--- src/rtl/mem_port_arbiter_pkg.sv ---
// Shared encodings and sizing helpers for the instruction/data memory port arbiter.
package mem_port_arbiter_pkg;

   typedef enum logic [1:0] {
      ARB_IDLE = 2'd0,
      ARB_REQ  = 2'd1,
      ARB_RESP = 2'd2,
      ARB_DONE = 2'd3
   } arb_state_t;

   typedef enum logic {
      OWN_INST = 1'b0,
      OWN_DATA = 1'b1
   } arb_owner_t;

   // Latched command layout, MSB first: {owner, wstrb, addr, wdata}
   function automatic int mem_arb_wd(input int addr_w, input int data_w);
      return 1 + (data_w / 8) + addr_w + data_w;
   endfunction

   function automatic int burst_cnt_w(input int max_burst);
      return (max_burst < 1) ? 1 : $clog2(max_burst + 1);
   endfunction

endpackage

--- src/rtl/arb_grant_sel.sv ---
// Winner selection for the shared memory port plus the saturating data-burst counter
// that keeps a steady stream of data accesses from starving instruction fetch.
module arb_grant_sel
   import mem_port_arbiter_pkg::*;
#(
   parameter int MAX_DATA_BURST = 2
) (
   input  logic       clk,
   input  logic       rst,
   input  logic       inst_req,
   input  logic       data_req,
   input  logic       grant_en,
   output arb_owner_t grant_owner
);

   localparam int               CNT_W   = burst_cnt_w(MAX_DATA_BURST);
   localparam logic [CNT_W-1:0] CNT_MAX = CNT_W'(MAX_DATA_BURST);

   logic [CNT_W-1:0] burst_cnt_q;
   logic             force_inst;

   always_comb begin
      force_inst  = inst_req && (burst_cnt_q == CNT_MAX);
      grant_owner = OWN_DATA;
      if (inst_req && (!data_req || force_inst)) begin
         grant_owner = OWN_INST;
      end
   end

   // Only data grants that actually jump ahead of a waiting fetch count toward the burst
   always_ff @(posedge clk or negedge rst) begin
      if (!rst) begin
         burst_cnt_q <= '0;
      end else if (grant_en) begin
         if ((grant_owner == OWN_DATA) && inst_req) begin
            if (burst_cnt_q != CNT_MAX) begin
               burst_cnt_q <= burst_cnt_q + CNT_W'(1);
            end
         end else begin
            burst_cnt_q <= '0;
         end
      end
   end

endmodule

--- src/rtl/mem_port_arbiter.sv ---
// Serializes instruction fetch and data access onto one SRAM-like backing port,
// one outstanding transaction at a time, and stalls the pipeline while either side waits.
//
// state    | meaning
// ARB_IDLE | no transaction; pick a winner and latch its command
// ARB_REQ  | mem_req high with latched command until mem_addr_ok
// ARB_RESP | waiting for mem_data_ok; read data captured on it
// ARB_DONE | one-cycle done pulse to the owner
module mem_port_arbiter
   import mem_port_arbiter_pkg::*;
#(
   parameter int ADDR_W         = 32,
   parameter int DATA_W         = 32,
   parameter int MAX_DATA_BURST = 2
) (
   input  logic                clk,
   input  logic                rst,
   input  logic                inst_req,
   input  logic [ADDR_W-1:0]   inst_addr,
   output logic [DATA_W-1:0]   inst_rdata,
   output logic                inst_done,
   input  logic                data_req,
   input  logic [DATA_W/8-1:0] data_wen,
   input  logic [ADDR_W-1:0]   data_addr,
   input  logic [DATA_W-1:0]   data_wdata,
   output logic [DATA_W-1:0]   data_rdata,
   output logic                data_done,
   output logic                mem_req,
   output logic                mem_wr,
   output logic [DATA_W/8-1:0] mem_wstrb,
   output logic [ADDR_W-1:0]   mem_addr,
   output logic [DATA_W-1:0]   mem_wdata,
   input  logic                mem_addr_ok,
   input  logic                mem_data_ok,
   input  logic [DATA_W-1:0]   mem_rdata,
   output logic                stallreq_for_mem
);

   localparam int STRB_W    = DATA_W / 8;
   localparam int CMD_W     = mem_arb_wd(ADDR_W, DATA_W);
   localparam int ADDR_LSB  = DATA_W;
   localparam int STRB_LSB  = DATA_W + ADDR_W;
   localparam int OWNER_BIT = CMD_W - 1;

   arb_state_t          state_q, state_d;
   logic [CMD_W-1:0]    cmd_q, cmd_d;
   logic [DATA_W-1:0]   inst_rdata_q, data_rdata_q;
   arb_owner_t          grant_owner;
   arb_owner_t          cmd_owner;
   logic [STRB_W-1:0]   cmd_wstrb;
   logic [ADDR_W-1:0]   cmd_addr;
   logic [DATA_W-1:0]   cmd_wdata;
   logic                cmd_is_write;
   logic                grant_en;
   logic                resp_fire;
   logic                in_req;
   logic                in_done;

   assign cmd_owner    = arb_owner_t'(cmd_q[OWNER_BIT]);
   assign cmd_wstrb    = cmd_q[STRB_LSB +: STRB_W];
   assign cmd_addr     = cmd_q[ADDR_LSB +: ADDR_W];
   assign cmd_wdata    = cmd_q[0 +: DATA_W];
   assign cmd_is_write = (cmd_owner == OWN_DATA) && (cmd_wstrb != '0);

   assign grant_en  = (state_q == ARB_IDLE) && (inst_req || data_req);
   assign resp_fire = (state_q == ARB_RESP) && mem_data_ok;
   assign in_req    = (state_q == ARB_REQ);
   assign in_done   = (state_q == ARB_DONE);

   arb_grant_sel #(
      .MAX_DATA_BURST (MAX_DATA_BURST)
   ) u_grant_sel (
      .clk         (clk),
      .rst         (rst),
      .inst_req    (inst_req),
      .data_req    (data_req),
      .grant_en    (grant_en),
      .grant_owner (grant_owner)
   );

   always_comb begin
      state_d = state_q;
      cmd_d   = cmd_q;
      case (state_q)
         ARB_IDLE: begin
            if (grant_en) begin
               state_d = ARB_REQ;
               if (grant_owner == OWN_INST) begin
                  cmd_d = {OWN_INST, {STRB_W{1'b0}}, inst_addr, {DATA_W{1'b0}}};
               end else begin
                  cmd_d = {OWN_DATA, data_wen, data_addr, data_wdata};
               end
            end
         end
         ARB_REQ: begin
            if (mem_addr_ok) begin
               state_d = ARB_RESP;
            end
         end
         ARB_RESP: begin
            if (mem_data_ok) begin
               state_d = ARB_DONE;
            end
         end
         ARB_DONE: begin
            state_d = ARB_IDLE;
         end
         default: begin
            state_d = ARB_IDLE;
         end
      endcase
   end

   always_ff @(posedge clk or negedge rst) begin
      if (!rst) begin
         state_q <= ARB_IDLE;
         cmd_q   <= '0;
      end else begin
         state_q <= state_d;
         cmd_q   <= cmd_d;
      end
   end

   // Write acks carry no data, so data_rdata keeps the last load result
   always_ff @(posedge clk or negedge rst) begin
      if (!rst) begin
         inst_rdata_q <= '0;
         data_rdata_q <= '0;
      end else if (resp_fire) begin
         if (cmd_owner == OWN_INST) begin
            inst_rdata_q <= mem_rdata;
         end else if (!cmd_is_write) begin
            data_rdata_q <= mem_rdata;
         end
      end
   end

   assign mem_req   = in_req;
   assign mem_wr    = in_req && cmd_is_write;
   assign mem_wstrb = in_req ? cmd_wstrb : '0;
   assign mem_addr  = in_req ? cmd_addr  : '0;
   assign mem_wdata = in_req ? cmd_wdata : '0;

   assign inst_rdata = inst_rdata_q;
   assign data_rdata = data_rdata_q;
   assign inst_done  = in_done && (cmd_owner == OWN_INST);
   assign data_done  = in_done && (cmd_owner == OWN_DATA);

   // Held low while in reset so every output reads zero, even with requests still asserted
   assign stallreq_for_mem = rst && ((inst_req && !inst_done) || (data_req && !data_done));

endmodule
--- config.mk ---
export PLATFORM = sky130hd
export DESIGN_NAME = mem_port_arbiter
export DESIGN_NICKNAME = d
export VERILOG_FILES = /design/src/rtl/mem_port_arbiter_pkg.sv /design/src/rtl/arb_grant_sel.sv /design/src/rtl/mem_port_arbiter.sv
export SDC_FILE = /design/constraint.sdc
export NUM_CORES = 1
export LEC_CHECK = 0
export ABC_AREA = 1
export CAP_MARGIN = 20
export CORE_ASPECT_RATIO = 0.6
export CORE_MARGIN = 8
export CORE_UTILIZATION = 43
export CTS_CLUSTER_DIAMETER = 100
export CTS_CLUSTER_SIZE = 24
export DETAILED_ROUTE_END_ITERATION = 16
export GPL_ROUTABILITY_DRIVEN = 1
export GPL_TIMING_DRIVEN = 0
export PLACE_DENSITY = 0.82
export SYNTH_ARGS = -nofsm -noshare
export SYNTH_HDL_FRONTEND = slang
export SYNTH_HIERARCHICAL = 1
export SYNTH_SLANG_ARGS = --single-unit
--- constraint.sdc ---
create_clock -name clk -period 2.4 [get_ports clk]
set_clock_uncertainty 0.1 [all_clocks]
set_input_delay 0.72 -clock clk [delete_from_list [all_inputs] [get_ports clk]]
set_output_delay 0.72 -clock clk [all_outputs]
set_load 0.1 [all_outputs]
---- Word-level counts from Yosys, hierarchy flattened ----
Index checks and enable logic that the tools add are counted.
operators by class
  add/subtract/negate cells ............... 1
  eq/ne operators ......................... 9
  multiplexer cells ....................... 11
  bitwise gates (word level) .............. 2
  reductions and logical operators ........ 25
operators by type and width
  operator               number
  $mux W69               1
  $mux W32               2
  $logic_and A1 B1 Y1    12
  $mux W2                5
  $ne A2 B2 Y1 const B   5
  $pmux W2 S4            1
  $eq A2 B2 Y1 const B   3
  $reduce_and A2 Y1      3
  $reduce_and A3 Y1      2
  $mux W4                1
  $reduce_bool A4 Y1     1
  $logic_not A1 Y1       3
  $logic_or A1 B1 Y1     3
  $add A2 B1 Y2 const B  1
  $eq A2 B1 Y1 const B   1
  $logic_not A2 Y1       1
  $not A1 Y1             2
  $mux W1                1
storage, ports and cells
  register bits ........................... 137
  input port bits ......................... 138

---- Logic depth before layout (Yosys ltp) ----
  depth after elaboration ................. 8
  depth in mapped cells ................... 10
  gate-level depth less buffers ........... 8

---- Modules after synthesis ----
The synthesis kept the hierarchy.
modules (own cells, without submodules)
  module            instances  cells each  area an instance (µm²)  seq. area each (µm²)
  mem_port_arbiter  1          851         6268.5                  3378.2
  arb_grant_sel     1          16          121.4                   50.0

---- Worst setup path after synthesis ----
OpenSTA, ideal clock, no wires.
  path kind ............................... register -> output
  from .................................... register state_q[1]
  to ...................................... output port mem_wr
  arrival time ............................ 3.070 ns
  required time ........................... 1.580 ns
  path slack .............................. -1.490 ns
  cell stages (with the launch flop) ...... 7
  path buffers ............................ 2
  cells stage by stage .................... dfrtp_1 inv_1 ha_1 clkbuf_1 buf_2 nand2_1 nor2_1
on the way
  longest elaborated chain between the ends .. 2
RTL lines
  element                 RTL line                 text
  start, declared         mem_port_arbiter.sv:45   arb_state_t state_q, state_d;
  start signal, assigned  mem_port_arbiter.sv:119  state_q <= state_d;
  $eq A2 B1 Y1            mem_port_arbiter.sv:67   assign in_req = (state_q == ARB_REQ);
  via mem_req             mem_port_arbiter.sv:28   output logic mem_req,
  $logic_and A1 B1 Y1     mem_port_arbiter.sv:139  assign mem_wr = in_req && cmd_is_write;
  end, declared           mem_port_arbiter.sv:29   output logic mem_wr,
The timed path passes the listed nets, and every way through them passes these cells.

---- Worst setup path in the final report ----
  from .................................... register state_q[0]
  to ...................................... output port mem_wdata[24]
on the way
  longest elaborated chain between the ends .. 2
RTL lines
  element        RTL line                 text
  $eq A2 B1 Y1   mem_port_arbiter.sv:67
  $mux W32       mem_port_arbiter.sv:142  assign mem_wdata = in_req ? cmd_wdata : '0;
  end, declared  mem_port_arbiter.sv:32   output logic [DATA_W-1:0] mem_wdata,
Every way passes these cells.

==> key figures <==
Timing
  – Final setup fails: 71
  – Final setup TNS: -9731 ps
  – Slew margin rel.: 0.5873
  – Achievable Freq: 381.9 MHz
  – Worst Setup Slack, final: -218.3 ps
  – Worst-Margin Slew: 618.9 ps
  – Unrepaired setup endpoints after global routing: yes
  – Crit path time final: 2618 ps
  – Fin crit share: 1.091
  – Final Hold Fails: 0
  – Max Transition Viols Final: 0

Yosys
  – Syn nets: 1,011
  – Post-synthesis cell count: 867
  – EDFF count, synth: 0
  – Post-synthesis adder-cell area fraction: 0.01175
  – Synthesized area: 6390 sq um
  – Post-synth ARST share: 1.000
  – Largest family of logic cells by synthesized area: simple AND/OR/NAND/NOR gates
  – Synth unique cells: 18
  – Syn Area/Cell: 7.370 sq um
  – Seq cells post-synth: 137
  – Synth Area in Compound Gates: 0.05737
  – Simple-gate share of the synthesized area: 0.2949
  – Commonest cells post-synth: nand2_1, dfrtp_1, inv_1
  – Synth Area in XOR/XNOR: 0
  – Yosys top cell area share: 0.5365
  – Ys flop type: dfrtp_1
  – Multiplexer share of the synthesized area: 0
  – Area contributors post-synth: dfrtp_1, nand2_1, inv_1
  – Register area share after synthesis: 0.5365
  – Largest area contributor in the netlist: dfrtp_1
  – Count leader, synth: nand2_1
  – Yosys warns: 6

Setup path
  – Most used cell along the critical path: buf_12
  – Req. time, crit path: 1580 ps
  – Arr. time, crit path: 1800 ps
  – CP Max Fanout: 5
  – CP max stage cell: dfrtp_2
  – Kind of critical path: reg2out
  – Largest stage delay, worst path: 430 ps
  – Worst setup EP type: primary output
  – Cell chain of the critical path: ha_4, clkbuf_16, buf_12, buf_12, nand2_2, clkinvlp_4, buf_12
  – R2r startpoint: state_q[0]
  – CP Launch Type: register
  – CP startpoint: state_q[0]
  – Crit-path leading delay family: buffers and inverters
  – CP Depth: 7
  – Worst-case reg-to-reg path depth: 9
  – Crit path buf inv count: 5

Clocking
  – Hold bufs inserted after CTS: 0
  – Clock slew seen by the registers of the worst setup and hold paths: 60 ps
  – H-tree depth: 4
  – Root Driver: clkbuf_16
  – TritonCTS clock tree: yes
  – Latest clock arrival within the worst-skew pair: 400 ps
  – Clk buf depth: 2
  – CTS Buf Count: 17
  – # clock sinks: 137

Global routing
  – First-pass GRT wire length: 39,460 microns
  – GRT Residual Overflow: 0
  – Total GRT Usage: 0.2569
  – Largest net degree at the start of global routing: 50
  – Initial antenna violation count: 0
  – Vias in the first global route: 6,998

Cells and area
  – Final Instance Area: 11,720 sq um
  – Final Non-Filler Cells: 1,385
  – Layout cells sized above 1: 0.3117
  – Fill count: 865
  – Layout Nets: 1,318
  – Layout area overhead: 83.47%
  – Antenna Cells: 0

Detailed routing
  – DRT Pass-1 Iters: 5
  – DRT iter0 DRCs: 524
  – Detail Route Antenna Nets: 0
  – Post-DR wirelength/cell: 18.23 microns
  – # DRC: 0
  – Via count: 6,806
  – Vias/cell: 4.914
  – Total wire length: 25,250 microns

Floorplan
  – Height of the die: 110.4 microns
  – Rows: 34
  – Starting Density: 0.4405
  – Num ports: 275
  – Die area: 19,140 sq um
  – Die W: 173.4 microns
  – Core box area: 14,510 sq um

Placed design
  – Placer Congestion: 0.8398
  – Cell total after placement: 1,340
  – Detailed placer's ending HPWL: 16,650 microns
  – Placed cell area: 9717 sq um
  – Port bufs: 274

Run status
  – Run status: complete, but fails checks
  – Violated checks: negative setup slack

Job
  – Number of max-cap violations: 0

Hold path
  – Hold Path Class: in2async
routing by layer:
layer / global-route usage / up-vias / routed length, microns / share of wire
li1: - / 3183 / - / -
met1: 0.3074 / 3295 / 10010 / 0.40
met2: 0.4273 / 294 / 12100 / 0.48
met3: 0.1071 / 34 / 2741 / 0.11
met4: 0.05492 / 0 / 391 / 0.015
met5: 0 / - / 0 / 0
final timing paths:
check                                      end  slack, ps
min in group clk                inst_rdata[29]        380
worst min register to register  inst_rdata[29]        380
worst max-delay path             mem_wdata[24]       -220
worst max register to register       cmd_q[25]        270
worst min-delay path            inst_rdata[14]         60
max in group asynchronous           state_q[0]       1420
layout make-up:
type	instances	area, sq um	share of cell area
repair buffers	289	3786	0.3229
flip-flops and latches	137	3430	0.2925
multi-input cells	571	2681	0.2287
inverters	116	690.7	0.05891
clock buffers	19	432.9	0.03693
plain buffers	42	309.0	0.02636
well taps	198	247.7	0.02113
clock inverters	13	146.4	0.01249
layout by cell type, fill, tap and decap left out, types with 9 or more instances in the layout:
master	netlist	final
nand2_1	479	407
dfrtp_1	137	136
clkdlybuf4s50_1	0	134
buf_12	0	73
clkinvlp_4	0	70
o21ai_0	67	66
clkdlybuf4s15_2	0	64
nand2_2	0	47
inv_1	114	44
nand2_4	0	25
buf_2	22	21
clkbuf_16	0	20
clkbuf_1	18	13
buf_4	3	9
kinds of logic after synthesis:
| group | count (synthesis) |
|---|---|
| AND/OR/NAND/NOR | 494 |
| adder cells (fa/ha/maj) | 6 |
| buffers and inverters | 159 |
| flip-flops | 137 |
| AO/OA/AOI/OAI | 71 |
what timing repair did:
action | in CTS | in global routing
pin swaps | 3 | 3
resized for setup | 961 | 15
cloned | 6 | 0
endpoints found under the setup margin | 137 | 70
buffers inserted | 5 | 4
per-stage QoR:
| step | util | hold WS [ps] | worst slack (ps) |
|---|---|---|---|
| floorplan | - | 324.4 | -182.8 |
| global route | 0.8082 | 64.98 | -281.6 |
| CTS | 0.8020 | 65.31 | -202.8 |
| detailed placement | 0.6698 | 365.2 | -1426 |
| finish | 0.8082 | 60.10 | -218.3 |
| global placement | 0.6678 | 362.6 | -6106 |
flip-flops by register name (all words and copies together), names as in the netlist:
| register | count |
|---|---|
| inst_rdata | 32 |
| state_q | 2 |
| data_rdata | 32 |
| cmd_q | 69 |
| u_grant_sel/burst_cnt_q | 2 |
Power of run 1 is not shown: default switching activity piles up to over one toggle a cycle in this logic, so the estimate is an artifact.
